===== config.mk =====
export PLATFORM = sky130hd
export DESIGN_NAME = logic_sequencer
export DESIGN_NICKNAME = d
export VERILOG_FILES = /design/src/rtl/logic_seq_pkg.sv /design/src/rtl/debounce.sv /design/src/rtl/logic_sequencer.sv
export SDC_FILE = /design/constraint.sdc
export NUM_CORES = 1
export LEC_CHECK = 0
export BUFFER_PORTS_ARGS = -buffer_cell sky130_fd_sc_hd__buf_2
export CAP_MARGIN = 20
export CORE_UTILIZATION = 41
export CTS_BUF_LIST = sky130_fd_sc_hd__clkbuf_16
export CTS_CLUSTER_SIZE = 24
export DETAILED_ROUTE_END_ITERATION = 16
export PLACE_DENSITY = 0.59
export SYNTH_ARGS = -nofsm -noshare
export SYNTH_HDL_FRONTEND = slang
export SYNTH_SLANG_ARGS = --single-unit

===== constraint.sdc =====
create_clock -name clk -period 2.4 [get_ports clk]
set_clock_uncertainty 0.1 [all_clocks]
set_input_delay 0.72 -clock clk [delete_from_list [all_inputs] [get_ports clk]]
set_output_delay 0.72 -clock clk [all_outputs]
set_load 0.1 [all_outputs]

===== src/rtl/logic_seq_pkg.sv =====
// Shared types, default timing constants and the LED logic-function helper
// for the two-operand logic demo sequencer.
package logic_seq_pkg;

  typedef enum logic [1:0] {
    MANUAL = 2'b00,
    AUTO   = 2'b01,
    STEP   = 2'b10
  } mode_t;

  localparam int unsigned DEF_TICK_CYCLES     = 100_000_000;
  localparam int unsigned DEF_DEBOUNCE_CYCLES = 1_000_000;

  // LED[3:0] pattern: {XOR, OR, AND, NOT a0}
  function automatic logic [3:0] logic_ops(input logic [1:0] a);
    return {a[1] ^ a[0], a[1] | a[0], a[1] & a[0], ~a[0]};
  endfunction

endpackage


===== src/rtl/debounce.sv =====
// Push-button conditioner: 2-flop synchronizer, level debounce and a
// one-cycle rising-edge press pulse.
module debounce
  import logic_seq_pkg::*;
#(
  parameter int unsigned CYCLES = DEF_DEBOUNCE_CYCLES
) (
  input  logic clk,
  input  logic rst,
  input  logic din,
  output logic press
);

  localparam int unsigned CNT_W = $clog2(CYCLES);

  logic [1:0]       sync_q;
  logic [1:0]       vld_q,    vld_d;
  logic             stable_q, stable_d;
  logic             armed_q,  armed_d;
  logic             press_q,  press_d;
  logic [CNT_W-1:0] cnt_q,    cnt_d;
  logic             level;

  assign level = sync_q[1];
  assign press = press_q;

  always_ff @(posedge clk) begin
    if (rst) begin
      sync_q   <= 2'b00;
      vld_q    <= 2'b00;
      stable_q <= 1'b0;
      armed_q  <= 1'b0;
      press_q  <= 1'b0;
      cnt_q    <= '0;
    end else begin
      sync_q   <= {sync_q[0], din};
      vld_q    <= vld_d;
      stable_q <= stable_d;
      armed_q  <= armed_d;
      press_q  <= press_d;
      cnt_q    <= cnt_d;
    end
  end

  // Arming needs a debounced release seen after the synchronizer has filled,
  // so a button held through reset cannot produce a press.
  always_comb begin
    vld_d    = {vld_q[0], 1'b1};
    stable_d = stable_q;
    cnt_d    = cnt_q;
    armed_d  = armed_q;
    press_d  = 1'b0;

    if (level == stable_q) begin
      cnt_d = '0;
    end else if (cnt_q == CNT_W'(CYCLES - 1)) begin
      stable_d = level;
      cnt_d    = '0;
    end else begin
      cnt_d = cnt_q + CNT_W'(1);
    end

    if ((vld_q == 2'b11) && !level && !stable_q) begin
      armed_d = 1'b1;
    end

    press_d = armed_q & ~stable_q & stable_d;
  end

endmodule


===== src/rtl/logic_sequencer.sv =====
// Top of the logic demo: picks the operand source (switches, auto counter or
// button-stepped counter) and drives the registered LED bank.
module logic_sequencer
  import logic_seq_pkg::*;
#(
  parameter int unsigned TICK_CYCLES     = DEF_TICK_CYCLES,
  parameter int unsigned DEBOUNCE_CYCLES = DEF_DEBOUNCE_CYCLES
) (
  input  logic       clk,
  input  logic       rst,
  input  logic [1:0] SW,
  input  logic       BTNC,
  input  logic       BTNU,
  output logic [7:0] LED
);

  localparam int unsigned TICK_W = $clog2(TICK_CYCLES);

  logic [1:0]        sw_s1_q, sw_s2_q;
  logic              btnc_press, btnu_press;
  mode_t             mode_q,  mode_d;
  logic [1:0]        seq_q,   seq_d;
  logic [TICK_W-1:0] tick_q,  tick_d;
  logic [7:0]        led_q,   led_d;
  logic [1:0]        operand;

  assign LED = led_q;

  debounce #(.CYCLES(DEBOUNCE_CYCLES)) u_db_btnc (
    .clk   (clk),
    .rst   (rst),
    .din   (BTNC),
    .press (btnc_press)
  );

  debounce #(.CYCLES(DEBOUNCE_CYCLES)) u_db_btnu (
    .clk   (clk),
    .rst   (rst),
    .din   (BTNU),
    .press (btnu_press)
  );

  always_ff @(posedge clk) begin
    if (rst) begin
      sw_s1_q <= 2'b00;
      sw_s2_q <= 2'b00;
      mode_q  <= MANUAL;
      seq_q   <= 2'b00;
      tick_q  <= '0;
      led_q   <= 8'h00;
    end else begin
      sw_s1_q <= SW;
      sw_s2_q <= sw_s1_q;
      mode_q  <= mode_d;
      seq_q   <= seq_d;
      tick_q  <= tick_d;
      led_q   <= led_d;
    end
  end

  // Mode advance has priority over stepping; entering AUTO/STEP restarts seq.
  always_comb begin
    mode_d = mode_q;
    seq_d  = seq_q;
    tick_d = tick_q;

    case (mode_q)
      MANUAL: begin
        if (btnc_press) begin
          mode_d = AUTO;
          seq_d  = 2'b00;
          tick_d = '0;
        end
      end
      AUTO: begin
        if (btnc_press) begin
          mode_d = STEP;
          seq_d  = 2'b00;
          tick_d = '0;
        end else if (tick_q == TICK_W'(TICK_CYCLES - 1)) begin
          tick_d = '0;
          seq_d  = seq_q + 2'd1;
        end else begin
          tick_d = tick_q + TICK_W'(1);
        end
      end
      STEP: begin
        if (btnc_press) begin
          mode_d = MANUAL;
        end else if (btnu_press) begin
          seq_d = seq_q + 2'd1;
        end
      end
      default: mode_d = MANUAL;
    endcase
  end

  always_comb begin
    operand = (mode_q == MANUAL) ? sw_s2_q : seq_q;
    led_d   = {2'(mode_q), operand, logic_ops(operand)};
  end

endmodule


; Word-level counts from Yosys, hierarchy flattened
; Cells that the tools add are included.
[word_totals]
elab_cells = 85
reg_bits = 97
latch_bits = 0
mem_bits_rw = 0
output_inout_bits = 8
in_bits = 6
romBits = 0
mem_count = 0
[classes]
shift = 0
div = 0
eq_ne = 15
n_mux = 20
n_bitwise = 10
reduce_logical = 16
multipliers = 0
magnitude_cmp = 0
addsub = 4
[ops]
columns = op, n
row1 = $mux 27, 3
row2 = $pmux 27 s2, 1
row3 = $add 20x1->20 const B, 2
row4 = $eq 20x20->1 const B, 2
row5 = $add 27x1->27 const B, 1
row6 = $eq 27x27->1 const B, 1
row7 = $mux 2, 8
row8 = $pmux 2 s3, 2
row9 = $ne 2x1->1 const B, 4
row10 = $eq 2x2->1 const B, 3
row11 = $mux 1, 6
row12 = $reduce_or 3->1, 2
row13 = $and 1x1->1, 5
row14 = $reduce_and 5->1, 1
row15 = $logic_and 1x1->1, 4
row16 = $logic_not 1->1, 4
row17 = $ne 3x2->1 const B, 1
row18 = $not 1->1, 3
row19 = $reduce_and 3->1, 1
row20 = $reduce_bool 3->1, 1
row21 = $add 2x1->2 const B, 1
row22 = $eq 1x1->1, 2
row23 = $eq 2x1->1 const B, 1
row24 = $logic_not 2->1, 1
row25 = other kinds (5), 5

; Depth between registers and ports, before layout
; Gate-level depths: netlist of the first run.
[depth]
word_depth = 4
ltp_mapped = 9
depth_no_buf = 7

; Modules after synthesis
; From an unflattened synthesis of the first run, not the netlist that was laid out.
[hier_totals]
cells_unflattened = 477
area_unflattened_um2 = 4209.0
[modules_own_cells]
columns = mod, cells_per_inst, seq_area_each_um2, n_inst, area_each_um2
row1 = debounce, 124, 540.5, 2, 1113.6
row2 = logic_sequencer, 229, 860.8, 1, 1981.9

; Worst setup path before layout of the first run
; Ideal clock, no wire load.
[synth_path]
path_kind = register to register
from = register mode_q[0]
to = register tick_q[10]
period_less_slack_ns = 1.946
t_required_ns = 2.185
path_stages_with_launch = 9
setup_ns = 0.115
arrival_time_ns = 1.730
path_buffers = 1
slack_ns = 0.454
path_cell_list = dfxtp_1 > inv_1 > ha_1 > clkbuf_8 > mux2_4 > and3_1 > and3_1 > xnor2_1 > nor2_2
[synth_via]
elab_chain_len = 3
elab_cells_between_ends = 6
classes_between = eq/ne: 2 / mux: 1 / reduce/logical: 3
[synth_lines]
columns = element, line
row1 = "start, declared", logic_sequencer.sv:21  ; mode_t mode_q, mode_d;
row2 = "start signal, assigned", logic_sequencer.sv:54  ; mode_q <= mode_d;
row3 = $eq 2x1->1 / $logic_not 2->1 (equally long branches), logic_sequencer.sv:67  ; case (mode_q)
row4 = $reduce_bool 2->1 (no source line) / $ne 2x1->1 (equally long branches), -
row5 = $reduce_and 2->1 (no source line), -
row6 = "end signal, assigned", logic_sequencer.sv:56  ; tick_q <= tick_d;
row7 = "end, declared", logic_sequencer.sv:23  ; logic [TICK_W-1:0] tick_q, tick_d;
; Several ways; a longest one is shown, not always the timed one.
; A chain may end at the register's enable or synchronous reset.

; Worst setup path after layout of the first run
[layout_path]
from = register mode_q[1]
to = register tick_q[19]
; Same word-level chain as after synthesis.

==> impl_metrics.csv, run 1 <==
group,metric,value,unit
run_status,outcome,"completed",
synthesis,syn_area_per_cell,9.45,um2
cts,numCtsBuffers,9,
sta,grt_setup_unrepaired,"no",
synthesis,synth_area,4170,um2
layout,final_nets,472,
hold_path,min-delay-start,"sw_s1_q[1]",
cts,clockRootBuffer,"clkbuf_16",
synthesis,yosysSeqAreaShare,45.6,%
cts,clockBufferDepth,2,
sta,timing.final.crit_period,2130,ps
floorplanning,core_area,9820,um2
grt,antenna_found_initial,0,
placed_design,hpwl,4.98,mm
drt,drc,0,
cts,h-tree-depth,3,
sta,min_period_over_period,88.9,%
sta,worst_pin_slew,707,ps
job,cap_violations,0,
grt,grt_pass1_vias,2812,
cts,cts_setup_buffers,0,
placed_design,placed_cell_area,4340,um2
synthesis,syn-num-nets,457,
critical_path,worstPathArrival,2260,ps
critical_path,crit_path_top_delay_cell,"ha_1",
placed_design,placedCellCount,578,
grt,grt_first_pass_wirelength,12.5,mm
hold_path,hold_path.class,"reg2reg",
synthesis,async_flop_share,0,%
critical_path,r2r_cells,7,
drt,vias,2893,
cts,cts-resized-gates,0,
sta,drv_slew,0,
sta,setup_violations,0,
cts,cts_hold_buf,0,
hold_path,whs_endpoint,"sw_s2_q[1]",
synthesis,synth_cells,441,
drt,detail_route.first_pass.iterations,4,
cts,clk_pin_slew,70,ps
power_and_ir_drop,p_total,3.09,mW
critical_path,cpPeakStageDelay,400,ps
critical_path,cp.required,2530,ps
grt,grt_max_degree,28,
sta,setup_tns,0,ps
hold_path,hold_depth,1,
sta,max_slew_margin,52.5,%
critical_path,path_cells,"inv_1 > ha_1 > mux2_4 > nand2b_1 > nor4_1 > xnor2_1 > nor2_1",
placed_design,place.gp.congestion,0.695,
layout,drive_above_1_share,14.1,%
sta,fmaxAchievable,468,MHz
layout,nFillCells,974,
floorplanning,fp.dieW,103,um
synthesis,synth_flop_cell,"dfxtp_1",
critical_path,cp-start-kind,"register",
floorplanning,die_area,10600,um2
sta,hold_viol_final,0,
critical_path,critPathCaptureType,"register",
placed_design,numPortBuffers,13,
synthesis,ys_seq_elements,95,
drt,ant_nets,0,
cts,clk_latency,340,ps
floorplanning,num_rows,36,
synthesis,synth_edf_count,0,
synthesis,synth.distinct_cells,47,
power_and_ir_drop,powerDensity,667,nW/um2
floorplanning,ios,14,
grt,globalRouteTotalUtil,14.9,%
grt,overflow,0,
cts,numClockSinks,95,
critical_path,timing.rr.start,"mode_q[1]",
drt,wire_per_inst,12.1,um
floorplanning,start_util,42.4,%
layout,fin_cells,594,
drt,viasPerCell,4.87,
critical_path,path_max_fanout,9,
cts,cts_tree,"yes",
synthesis,ys_warn_count,0,
critical_path,rr_endpoint,"tick_q[19]",
drt,totalWireLength,7.20,mm
power_and_ir_drop,vdd_drop_max,0.000436,V
critical_path,r2r_slack,270,ps
layout,design_area,4630,um2
layout,post-route-util,47.2,%
layout,areaGrowthSynthToFinish,11.2,%
drt,drt-initial-drc-count,83,
layout,diodes,0,
floorplanning,dieHeight,103,um
power_and_ir_drop,p_leak,1.64,nW
critical_path,crit_type,"reg2reg",
synthesized netlist by cell type (all sizes together), types with 3 or more instances:
master	number	share of area [%]
buf	10	2.0
dfxtp	95	46
nor4	11	3.1
and3	11	1.7
nor2	88	8.6
nand3	24	3.1
clkbuf	3	0.51
and4	4	0.96
nand2	23	2.1
or3	5	0.75
inv	17	1.5
xnor2	32	6.7
nor2b	12	1.8
a21oi	5	0.60
mux2i	5	1.2
xor2	31	6.5
nor3	9	1.2
ha	10	3.0
o21ai	7	0.84
nand4	15	2.8
nor4b	8	2.0
power breakdown:
part	switching [mW]	total, mW	internal (mW)
sequential	0.00583	1.60	1.59
clock	0.603	1.41	0.807
combinational	0.0608	0.0832	0.0225
total	0.669	3.09	2.42
final cells by class:
class / instances / area (um2) / share of cell area, %
clock buffers: 9 / 225 / 4.86
clock inverters: 7 / 71.3 / 1.54
inverters: 17 / 63.8 / 1.38
multi-input cells: 316 / 2100 / 45.3
flip-flops and latches: 95 / 1900 / 41.0
well taps: 133 / 166 / 3.59
repair buffers: 17 / 108 / 2.32
flip-flops by register name, indices dropped and copies added (netlist names), 2 cells and up:
register / cells
sw_s2_q: 2
tick_q: 27
seq_q: 2
sw_s1_q: 2
u_db_btnu.cnt_q: 20
LED: 8
u_db_btnc.sync_q: 2
mode_q: 2
u_db_btnu.sync_q: 2
u_db_btnc.cnt_q: 20
worst max-delay path by stage:
stage	startpoint	end	slack, ps
after detailed placement	mode_q[1]	tick_q[19]	270
after global routing	mode_q[0]	tick_q[19]	100
after global placement	mode_q[0]	tick_q[26]	350
final	mode_q[1]	tick_q[19]	270
after CTS	mode_q[1]	tick_q[19]	250
after floorplan	mode_q[0]	tick_q[10]	450
cell usage in the layout, fill, tap and decap left out, types with 2 or more instances in the layout:
cell / n
a21oi_1: 5
a31oi_1: 2
and3_1: 10
and4_1: 2
and4_4: 2
buf_2: 13
buf_4: 3
clkbuf_16: 9
clkinvlp_4: 2
dfxtp_1: 95
ha_1: 10
inv_1: 17
mux2i_1: 5
nand2_1: 23
nand2b_1: 2
nand3_1: 22
nand3_2: 2
nand4_1: 13
nor2_1: 77
nor2_2: 11
nor2b_1: 12
nor3_1: 8
nor4_1: 3
nor4_2: 7
nor4b_1: 6
nor4b_2: 2
o21ai_0: 7
or3_1: 5
xnor2_1: 32
xor2_1: 31
kinds of logic after synthesis:
kind of cell / Yosys count / synth area share, %
AOI/OAI and AO/OA: 19 / 3.18
DFF: 95 / 45.6
xor gates and xnor gates: 63 / 13.2
adders and majority gates: 10 / 3.00
buffers and inverters: 30 / 3.99
and+or+nand+nor: 218 / 29.4
muxes: 6 / 1.56
metrics by stage:
step / setup WS, ps / hold slack [ps]
after CTS: 250 / 339
after floorplan: 454 / 314
after global routing: 97.3 / 356
final: 265 / 337
after detailed placement: 269 / 327
after global placement: 348 / 322
critical path, delay by kind of cell (launching register included):
kind                       cells  cell delay, ps
xor gates and xnor gates       1             160
buffers and inverters          1             140
DFF                            1             330
and+or+nand+nor                3             620
muxes                          1             280
adders and majority gates      1             400
layer usage:
metal	vias up	global-route usage [%]	wire length, um
met2	25	25.1	3430
li1	1503	-	-
met4	0	5.96	82
met1	1356	18.9	3530
met5	-	0	0
met3	9	2.85	151
Power figures use the tool's default switching activity.
==> run 2, diff against run 1 <==
- PLACE_DENSITY: 0.59 -> 0.61
- SKIP_LAST_GASP: not set -> 1
- clock period: 2.4 -> 1.8 ns (I/O delays scaled with it)
==> impl_metrics.csv, run 2 (synthesized netlist as in run 1, its figures left out) <==
group,metric,value,unit
cts,numClockSinks,95,
grt,globalRouteTotalUtil,15.0,%
drt,drt-initial-drc-count,67,
cts,cts_tree,"yes",
grt,overflow,0,
layout,largestRegisters,"tick_q (27), u_db_btnc.cnt_q (20), u_db_btnu.cnt_q (20)",
power_and_ir_drop,vdd_drop_max,0.000601,V
placed_design,placed_cell_area,4590,um2
sta,max_slew_margin,67.8,%
critical_path,cp-start-kind,"register",
floorplanning,core_area,9820,um2
floorplanning,dieHeight,103,um
grt,antenna_found_initial,0,
layout,design_area,5110,um2
run_status,violations,"negative setup slack",
cts,clockBufferDepth,2,
floorplanning,ios,14,
grt,grt_pass1_vias,2715,
layout,regMostFlops,"tick_q",
sta,layout_setup_ws,-15.9,ps
floorplanning,num_rows,36,
placed_design,place.gp.congestion,0.760,
sta,fmaxAchievable,551,MHz
sta,grt_setup_unrepaired,"yes",
layout,diodes,0,
drt,viasPerCell,4.78,
power_and_ir_drop,p_total,3.95,mW
layout,largest_register_ffs,27,
critical_path,path_max_fanout,7,
placed_design,numPortBuffers,13,
layout,drive_above_1_share,26.3,%
floorplanning,die_area,10600,um2
cts,cts_hold_buf,0,
drt,detail_route.first_pass.iterations,4,
layout,final_nets,510,
cts,clk_pin_slew,60,ps
sta,hold_viol_final,0,
cts,numCtsBuffers,9,
drt,ant_nets,0,
floorplanning,fp.dieW,103,um
critical_path,worstPathArrival,1940,ps
critical_path,cp.required,1930,ps
grt,grt_first_pass_wirelength,12.3,mm
cts,clk_latency,330,ps
layout,layout_commonest_cell,"dfxtp_1",
sta,setup_violations,7,
critical_path,crit_type,"reg2reg",
floorplanning,start_util,42.4,%
cts,h-tree-depth,3,
drt,drc,0,
grt,grt_max_degree,28,
run_status,outcome,"complete, but fails checks",
critical_path,critPathCaptureType,"register",
drt,vias,3017,
sta,worst_pin_slew,487,ps
sta,min_period_over_period,101,%
sta,drv_slew,0,
power_and_ir_drop,p_leak,1.93,nW
power_and_ir_drop,powerDensity,773,nW/um2
layout,areaGrowthSynthToFinish,22.6,%
drt,totalWireLength,7.61,mm
hold_path,hold_path.class,"in2reg",
layout,mostFrequentLayoutCells,"84 x dfxtp_1, 77 x nor2_1, 38 x buf_4",
sta,timing.final.crit_period,1820,ps
cts,clockRootBuffer,"clkbuf_16",
job,cap_violations,0,
drt,wire_per_inst,12.1,um
placed_design,hpwl,5.19,mm
[run 2: changes by cell type in the layout (fill, tap and decap cells not counted), sizes merged]
cell,previous run,this run
buf,17,54
inv,18,17
bufinv,1,0
clkinvlp,2,4
clkbuf,9,10
clkinv,3,2
[run 2: timing repair]
action                                 in CTS  in global routing
buffers inserted                            0                  7
pin swaps                                   0                  7
gates cloned                                0                  2
resized for setup                           5                 32
setup endpoints to repair                  30                 57
endpoints found under the hold margin       0                  0
[run 2: layout make-up]
cell class                      instances  area (um2)
Clock buffer                            9         225
Clock inverter                          6        38.8
Fill cell                             929        4710
Inverter                               17        66.3
Multi-Input combinational cell        316        2260
Sequential cell                        95        1920
Tap cell                              133         166
Timing Repair Buffer                   55         427
[run 2: critical path, cell delays in order, from the launching register on]
cell and delay [ps]:
dfxtp_2 350, ha_4 140, and3_4 190, nand4_1 170, o311ai_4 450, clkbuf_16 260
nor2_2 40
[run 2: final timing paths]
check	endpoint	depth (start not counted)	startpoint	slack, ps
max	tick_q[6]	6	tick_q[0]	-20
min	sw_s1_q[0]	2	SW[0]	310
min reg2reg	u_db_btnc.sync_q[1]	1	u_db_btnc.sync_q[0]	340
max reg2reg	tick_q[6]	6	tick_q[0]	-20
[run 2: layer usage]
layer	vias up	routed length, um	track usage, %
met5	-	0	0
met4	0	62	4.23
met3	4	254	5.56
met2	21	3600	23.6
met1	1409	3700	19.2
li1	1583	-	-
[run 2: metrics by stage]
stage | util, % | hold WS [ps] | instances | worst slack (ps) | TNS, ps
2_1_floorplan | - | 314 | 441 | 12.8 | 0
3_3_place_gp | 46.8 | 324 | 607 | -64.9 | -211
3_5_place_dp | 46.8 | 326 | 607 | -149 | -799
4_1_cts | 49.8 | 301 | 622 | 7.48 | 0
5_1_grt | 52.0 | 324 | 631 | -75.8 | -1140
6_report | 52.0 | 311 | 631 | -15.9 | -66.0
[run 2: power by group]
part / switching [mW] / leakage, nW / internal (mW)
combinational: 0.0869 / 1.04 / 0.0439
clock: 0.769 / 0.117 / 0.919
sequential: 0.00699 / 0.774 / 2.12
total: 0.863 / 1.93 / 3.08
